### src/rtl/trigger_pkg.sv
// Shared types and default parameter values for the threshold trigger.
// Imported by the compare sub-module and the top level.
package trigger_pkg;

    typedef enum logic [1:0] {
        CMP_GT = 2'd0,
        CMP_GE = 2'd1,
        CMP_LT = 2'd2,
        CMP_EQ = 2'd3
    } cmp_mode_t;

    localparam int DEF_RW      = 10;
    localparam int DEF_TW      = 9;
    localparam int DEF_SHIFT   = 1;
    localparam int DEF_HOLDOFF = 3;
    localparam int DEF_CW      = 8;

endpackage

### src/rtl/threshold_cmp.sv
// Purely combinational scale-and-compare.
// The threshold is left-shifted into an RW-bit word and compared unsigned against rnd.
module threshold_cmp
    import trigger_pkg::*;
#(
    parameter int RW    = DEF_RW,
    parameter int TW    = DEF_TW,
    parameter int SHIFT = DEF_SHIFT
) (
    input  logic [TW-1:0] thresh,
    input  logic [RW-1:0] rnd,
    input  logic [1:0]    mode,
    output logic          result
);

    logic [RW-1:0] adj;
    cmp_mode_t     cmp_mode;

    // Zero-extend before shifting so vacated low bits and spare high bits are 0.
    assign adj      = RW'(thresh) << SHIFT;
    assign cmp_mode = cmp_mode_t'(mode);

    always_comb begin
        result = 1'b0;
        unique case (cmp_mode)
            CMP_GT:  result = (adj >  rnd);
            CMP_GE:  result = (adj >= rnd);
            CMP_LT:  result = (adj <  rnd);
            CMP_EQ:  result = (adj == rnd);
            default: result = 1'b0;
        endcase
    end

endmodule

### src/rtl/lfsr_threshold_trigger.sv
// Registered threshold trigger between the LFSR and the player/press logic:
// level output, rate-limited one-cycle pulse with hold-off, saturating hit counter.
module lfsr_threshold_trigger
    import trigger_pkg::*;
#(
    parameter int RW      = DEF_RW,
    parameter int TW      = DEF_TW,
    parameter int SHIFT   = DEF_SHIFT,
    parameter int HOLDOFF = DEF_HOLDOFF,
    parameter int CW      = DEF_CW
) (
    input  logic          clk,
    input  logic          reset,
    input  logic          enable,
    input  logic [1:0]    mode,
    input  logic [TW-1:0] thresh,
    input  logic [RW-1:0] rnd,
    input  logic          rnd_valid,
    output logic          hit_level,
    output logic          hit_pulse,
    output logic          holding,
    output logic [CW-1:0] hit_count
);

    // A zero-width counter is illegal, so HOLDOFF = 0 keeps one bit that never leaves 0.
    localparam int CNTW = (HOLDOFF > 0) ? $clog2(HOLDOFF + 1) : 1;

    typedef enum logic {
        ST_IDLE = 1'b0,
        ST_HOLD = 1'b1
    } hold_state_t;

    if (TW + SHIFT > RW) begin : g_width_check
        $error("lfsr_threshold_trigger: TW+SHIFT must not exceed RW");
    end

    logic            cmp_result;
    logic            accept;
    hold_state_t     state;
    logic [CNTW-1:0] cnt;
    logic [CNTW-1:0] cnt_nxt;
    logic            level_nxt;
    logic            pulse_nxt;
    logic [CW-1:0]   count_nxt;

    threshold_cmp #(
        .RW    (RW),
        .TW    (TW),
        .SHIFT (SHIFT)
    ) u_cmp (
        .thresh (thresh),
        .rnd    (rnd),
        .mode   (mode),
        .result (cmp_result)
    );

    assign accept  = enable && rnd_valid;
    assign holding = (cnt != '0);

    // NOTE: every output of this block gets a default first so no latch is inferred.
    always_comb begin
        state     = (cnt == '0) ? ST_IDLE : ST_HOLD;
        cnt_nxt   = cnt;
        level_nxt = hit_level;
        pulse_nxt = 1'b0;
        count_nxt = hit_count;

        if (accept) begin
            level_nxt = cmp_result;
        end

        unique case (state)
            ST_IDLE: begin
                if (accept && cmp_result) begin
                    pulse_nxt = 1'b1;
                    cnt_nxt   = CNTW'(HOLDOFF);
                    if (hit_count != '1) begin
                        count_nxt = hit_count + CW'(1);
                    end
                end
            end
            // The edge that takes cnt from 1 to 0 is still a HOLD edge and cannot fire.
            ST_HOLD: cnt_nxt = cnt - CNTW'(1);
            default: cnt_nxt = '0;
        endcase
    end

    // NOTE: state registers use non-blocking assignments so all update together at the edge.
    always_ff @(posedge clk) begin
        if (reset) begin
            cnt       <= '0;
            hit_level <= 1'b0;
            hit_pulse <= 1'b0;
            hit_count <= '0;
        end else begin
            cnt       <= cnt_nxt;
            hit_level <= level_nxt;
            hit_pulse <= pulse_nxt;
            hit_count <= count_nxt;
        end
    end

endmodule

### config.mk
export PLATFORM = sky130hd
export DESIGN_NAME = lfsr_threshold_trigger
export DESIGN_NICKNAME = d
export VERILOG_FILES = /design/src/rtl/trigger_pkg.sv /design/src/rtl/threshold_cmp.sv /design/src/rtl/lfsr_threshold_trigger.sv
export SDC_FILE = /design/constraint.sdc
export NUM_CORES = 1
export LEC_CHECK = 0
export BUFFER_PORTS_ARGS = -buffer_cell sky130_fd_sc_hd__buf_2
export CAP_MARGIN = 20
export CORE_MARGIN = 5
export CORE_UTILIZATION = 47
export DETAILED_ROUTE_END_ITERATION = 12
export PLACE_DENSITY = 0.78
export SLEW_MARGIN = 20
export SYNTH_ARGS = -nofsm -noshare
export SYNTH_HDL_FRONTEND = slang
export SYNTH_SLANG_ARGS = --single-unit
### constraint.sdc
create_clock -name clk -period 3.3 [get_ports clk]
set_clock_uncertainty 0.1 [all_clocks]
set_input_delay 0.99 -clock clk [delete_from_list [all_inputs] [get_ports clk]]
set_output_delay 0.99 -clock clk [all_outputs]
set_load 0.02 [all_outputs]
==> impl_metrics.yaml, run 1 <==
logic_synthesis:
  ys_types: 33
  synthArstFlopShare: 0
  syn_avg_cell_area_sq_um: 8.20
  synth_seq_cells: 12
  synth-edff-count: 0
  syn-num-nets: 142
  synth_top_cell_by_area: "dfxtp_1"
  synth_most_common_cell: "inv_1"
  syn_inst: 106
  synth_flop_cell: "dfxtp_1"
  synth_area_leaders: "dfxtp_1 28%, ha_1 16%, inv_1 7.8%"
  synth_top_area_share: 0.276
  yosys_warnings: 0
  ys_top_cells_by_count: "18 x inv_1, 12 x dfxtp_1, 11 x ha_1, 6 x a21oi_1"
  ys_seq_area_frac: 0.276
  syn_area_sq_um: 870
clock_network:
  cts_root_buf: "clkbuf_4"
  clock_latency_ns: 0.27
  post-cts-setup-buffers: 0
  cts_tree: "done"
  cts.repair.resized: 0
  cts_max_level: 1
  hold_buffers: 0
  cts.sinks: 12
  cts-buffers-inserted: 3
  clkTransAtPathRegs_ns: 0.08
  clock_path_buffers: 2
sta:
  hold_viol_final: 0
  finalSetupTns_ns: 0
  finalCriticalPeriod_ns: 2.88
  fmax_mhz: 348
  tightest_slew_ns: 0.359
  finalCritPeriodShare: 0.871
  rsz0062_at_grt: "no"
  slew_headroom: 0.760
  report.final.setup_viol: 0
  slew_violations: 0
floorplanning:
  ioPinCount: 36
  die-height_um: 53.0
  die_w_um: 53.0
  core_area_sq_um: 1750
  start_util: 0.498
  dieArea_sq_um: 2810
  fp-row-count: 15
placed_design:
  gp_congestion: 0.743
  dp_hpwl_um: 1670
  portBuffers: 35
route:
  post_drt_wl_per_cell_um: 12.1
  vias: 885
  remaining_drc_errors: 0
  drt-pass1-iter-count: 4
  viasPerCell: 5.27
  drt_wl_total_um: 2030
  drtIter0Drc: 17
  ant_nets: 0
setup_path:
  cp_max_fo: 14
  crit_buf_inv: 3
  worstPathArrival_ns: 2.99
  critical_path.max_stage_delay_ns: 0.50
  crit_type: "in2reg"
  cpMostUsedCell: "mux2i_1"
  critPathCaptureType: "flop"
  startpoint_type: "primary input"
  cp_cell_sequence: "buf_2 -> inv_1 -> ha_1 -> nand4_1 -> nor3_1 -> mux2i_1 -> mux2i_1 -> buf_4 -> or4_1 -> a21oi_1"
  cp.required_ns: 3.41
  cp_top_family: "simple AND/OR/NAND/NOR gates"
  cp_slowest_cell: "or4_1"
global_routing:
  antenna_found_initial: 0
  grtUsageTotal: 0.154
  grt_pass1_wl_um: 3240
  grt_pass1_vias: 811
  grt_max_degree: 15
  grt_overflow: 0
job:
  cap_viol_max_count: 0
cells_and_area:
  nNetsFinal: 180
  drive_gt1_frac: 0.322
  fin_util: 0.632
  area_growth_pct: 26.9
  diodes: 0
  fillCellCount: 161
power_and_ir_drop:
  power_per_cell_area_nw_per_um2: 391
  ir_drop_uv: 298
  leakage_nw: 0.571
run_status:
  status: "complete, no violations"
worst_hold_path:
  hold_class: "reg2reg"
==> cell usage in the layout (no fill, tap or decap), types with 3 or more instances in the layout <==
master,count
o21ai_0,4
a21oi_1,6
nor3_1,5
clkbuf_4,3
dfxtp_1,12
nor2_1,5
nand4_1,3
nor2b_1,3
inv_1,18
and3_1,3
nand3_1,4
buf_2,35
ha_1,11
nand2_1,3
==> per-layer routing <==
metal  track usage  wire length [um]  vias up
met3        0.0338               137        4
met2         0.271               997       29
li1              -                 -      454
met4        0.0723                18        0
met5             0                 0        -
met1         0.173               876      398
==> power by group <==
group          internal, mW  switching, mW
clock                0.0671         0.0498
sequential            0.158        0.00651
combinational        0.0602         0.0900
==> path summary, 6_finish.rpt <==
kind | cells after the start | to | slack [ns] | start
min reg2reg | 2 | hit_level | 0.36 | hit_level
max | 10 | hit_count[7] | 0.42 | rnd[5]
max reg2reg | 5 | hit_count[7] | 1.18 | hit_count[0]
min | 2 | hit_level | 0.36 | hit_level
==> sequential cells by signal (all words and copies together), names as in the netlist <==
name / flops
hit_count: 8
cnt: 2
hit_pulse: 1
hit_level: 1
==> per-stage QoR <==
step | area [sq um] | setup WS (ns) | power, mW | std cells | hold slack, ns
after floorplan | 870 | 0.331 | 0.274 | 106 | 0.359
final | 1100 | 0.425 | 0.431 | 168 | 0.356
after detailed placement | 1070 | 0.130 | 0.319 | 164 | 0.351
after global routing | 1100 | 0.263 | 0.466 | 168 | 0.394
after global placement | 1070 | 0.210 | 0.310 | 164 | 0.346
after CTS | 1100 | 0.423 | 0.437 | 168 | 0.362
==> worst min-delay path: stages, from the launching register on <==
cell and delay, ns:
dfxtp_1 0.31, nand2_1 0.05, a21oi_1 0.05
==> area by class of cell <==
class | instances | area (sq um) | area share
multi-input combinational | 73 | 546 | 0.494
sequential | 12 | 240 | 0.218
timing repair buffer | 36 | 183 | 0.166
inverter | 18 | 67.6 | 0.0612
clock buffer | 4 | 36.3 | 0.0329
tap | 25 | 31.3 | 0.0283
==> cells by family after synthesis <==
kind of cell,synth area share
AOI/OAI and AO/OA,0.187
adders and majority gates,0.158
buffers and inverters,0.0964
DFF,0.276
muxes,0.0748
and+or+nand+nor,0.207
Note: power is estimated with default switching activity, not from simulation.
==> run 2: changes to the inputs <==
Settings changed: PLACE_DENSITY 0.78 to unset, PLACE_DENSITY_LB_ADDON set to 0.3.
==> run 2 against run 1 <==
Compared with the run above: clock power about the same; final area unchanged; wire length down 3.5%; critical path depth down 1; combinational power about the same; setup slack worse by 0.0068 ns; power down 0.37%; via count down 3.1%; register-to-register slack about the same; clock-buffer cell count unchanged; sequential power about the same; final cell count unchanged; critical endpoint unchanged.
==> impl_metrics.yaml, run 2 (synthesis gave the netlist of run 1 again) <==
sta:
  rsz0062_at_grt: "no"
  finalCritPeriodShare: 0.873
  hold_viol_final: 0
  finalCriticalPeriod_ns: 2.88
  fmax_mhz: 347
  finalSetupTns_ns: 0
  tightest_slew_ns: 0.355
  report.final.setup_viol: 0
  slew_headroom: 0.763
  slew_violations: 0
cells_and_area:
  regMostFlops: "hit_count"
  layoutNonFillerInstCount: 168
  layout_commonest_cell: "buf_2"
  nNetsFinal: 180
  layout_common_cells: "35 x buf_2, 18 x inv_1, 12 x dfxtp_1, 11 x ha_1, 6 x a21oi_1"
  largestRegisters: "hit_count: 8 flops, cnt: 2 flops"
  fillCellCount: 160
  largest_register_ffs: 8
  area_growth_pct: 26.9
  drive_gt1_frac: 0.322
  diodes: 0
setup_path:
  crit_type: "in2reg"
  regToRegSetupSlack_ns: 1.19
  worstPathArrival_ns: 2.99
  cp.required_ns: 3.41
  startpoint_type: "primary input"
  cp_max_fo: 14
  critPathCaptureType: "flop"
route:
  vias: 858
  remaining_drc_errors: 0
  ant_nets: 0
  viasPerCell: 5.11
  post_drt_wl_per_cell_um: 11.7
  drt_wl_total_um: 1960
  drtIter0Drc: 22
  drt-pass1-iter-count: 4
clock_network:
  cts.sinks: 12
  hold_buffers: 0
  cts.repair.resized: 0
  clkTransAtPathRegs_ns: 0.08
  cts-buffers-inserted: 3
  cts_tree: "done"
  cts_max_level: 1
  clock_path_buffers: 2
  clock_latency_ns: 0.27
  post-cts-setup-buffers: 0
  cts_root_buf: "clkbuf_4"
placed_design:
  dp_hpwl_um: 1570
  dp_cells: 164
  portBuffers: 35
  gp_congestion: 0.773
power_and_ir_drop:
  power_per_cell_area_nw_per_um2: 389
  leakage_nw: 0.571
  fin_total_pwr_mw: 0.430
  ir_drop_uv: 221
global_routing:
  antenna_found_initial: 0
  grt_pass1_vias: 785
  grt_pass1_wl_um: 3140
  grtUsageTotal: 0.146
  grt_max_degree: 15
  grt_overflow: 0
run_status:
  status: "complete, no violations"
floorplanning:
  core_area_sq_um: 1750
  ioPinCount: 36
  die_w_um: 53.0
  die-height_um: 53.0
  dieArea_sq_um: 2810
  start_util: 0.498
  fp-row-count: 15
job:
  cap_viol_max_count: 0
worst_hold_path:
  hold_class: "reg2reg"
==> run 2: cell counts in the layout (fill, tap and decap cells not counted) <==
Identical to the previous run, type by type.
==> run 2: critical path: stages <==
cell,delay [ns]
buf_2,0.10
ha_1,0.31
nand4_1,0.14
nor3_1,0.31
mux2i_1,0.23
mux2i_1,0.08
buf_4,0.19
or4_1,0.50
a21oi_1,0.14
==> run 2: path summary, 6_finish.rpt <==
check,start,to,cells past startpoint
worst max-delay path,thresh[4],hit_count[7],9
worst min-delay path,hit_level,hit_level,2
worst min register to register,hit_level,hit_level,2
worst max register to register,hit_count[0],hit_count[7],5
==> run 2: area by class of cell <==
type,count,area [sq um],area share
Timing Repair Buffer,36,183,0.166
Inverter,18,67.6,0.0612
Sequential cell,12,240,0.218
Tap cell,25,31.3,0.0283
Clock buffer,4,36.3,0.0329
Multi-Input combinational cell,73,546,0.494
==> run 2: power by group <==
group          switching, mW  internal [mW]  leakage (nW)  total (mW)
combinational         0.0889         0.0599         0.452       0.149
clock                 0.0509         0.0670        0.0210       0.118
sequential           0.00539          0.158        0.0974       0.163
total                  0.145          0.284         0.571       0.430
==> run 2: metal layers <==
metal  vias up  track usage  part of all wire
met5         -            0                 0
met4         0       0.0596            0.0087
met3         2       0.0310             0.073
met2        28        0.231              0.46
met1       374        0.190              0.46
li1        454            -                 -
==> run 2: stage by stage <==
step | util | setup WS [ns] | instance area, sq um | hold slack (ns)
after floorplan | - | 0.331 | 870 | 0.359
after global placement | 0.611 | 0.212 | 1070 | 0.345
after global routing | 0.632 | 0.236 | 1100 | 0.408
after detailed placement | 0.611 | 0.135 | 1070 | 0.357
final | 0.632 | 0.418 | 1100 | 0.369
after CTS | 0.632 | 0.419 | 1100 | 0.369
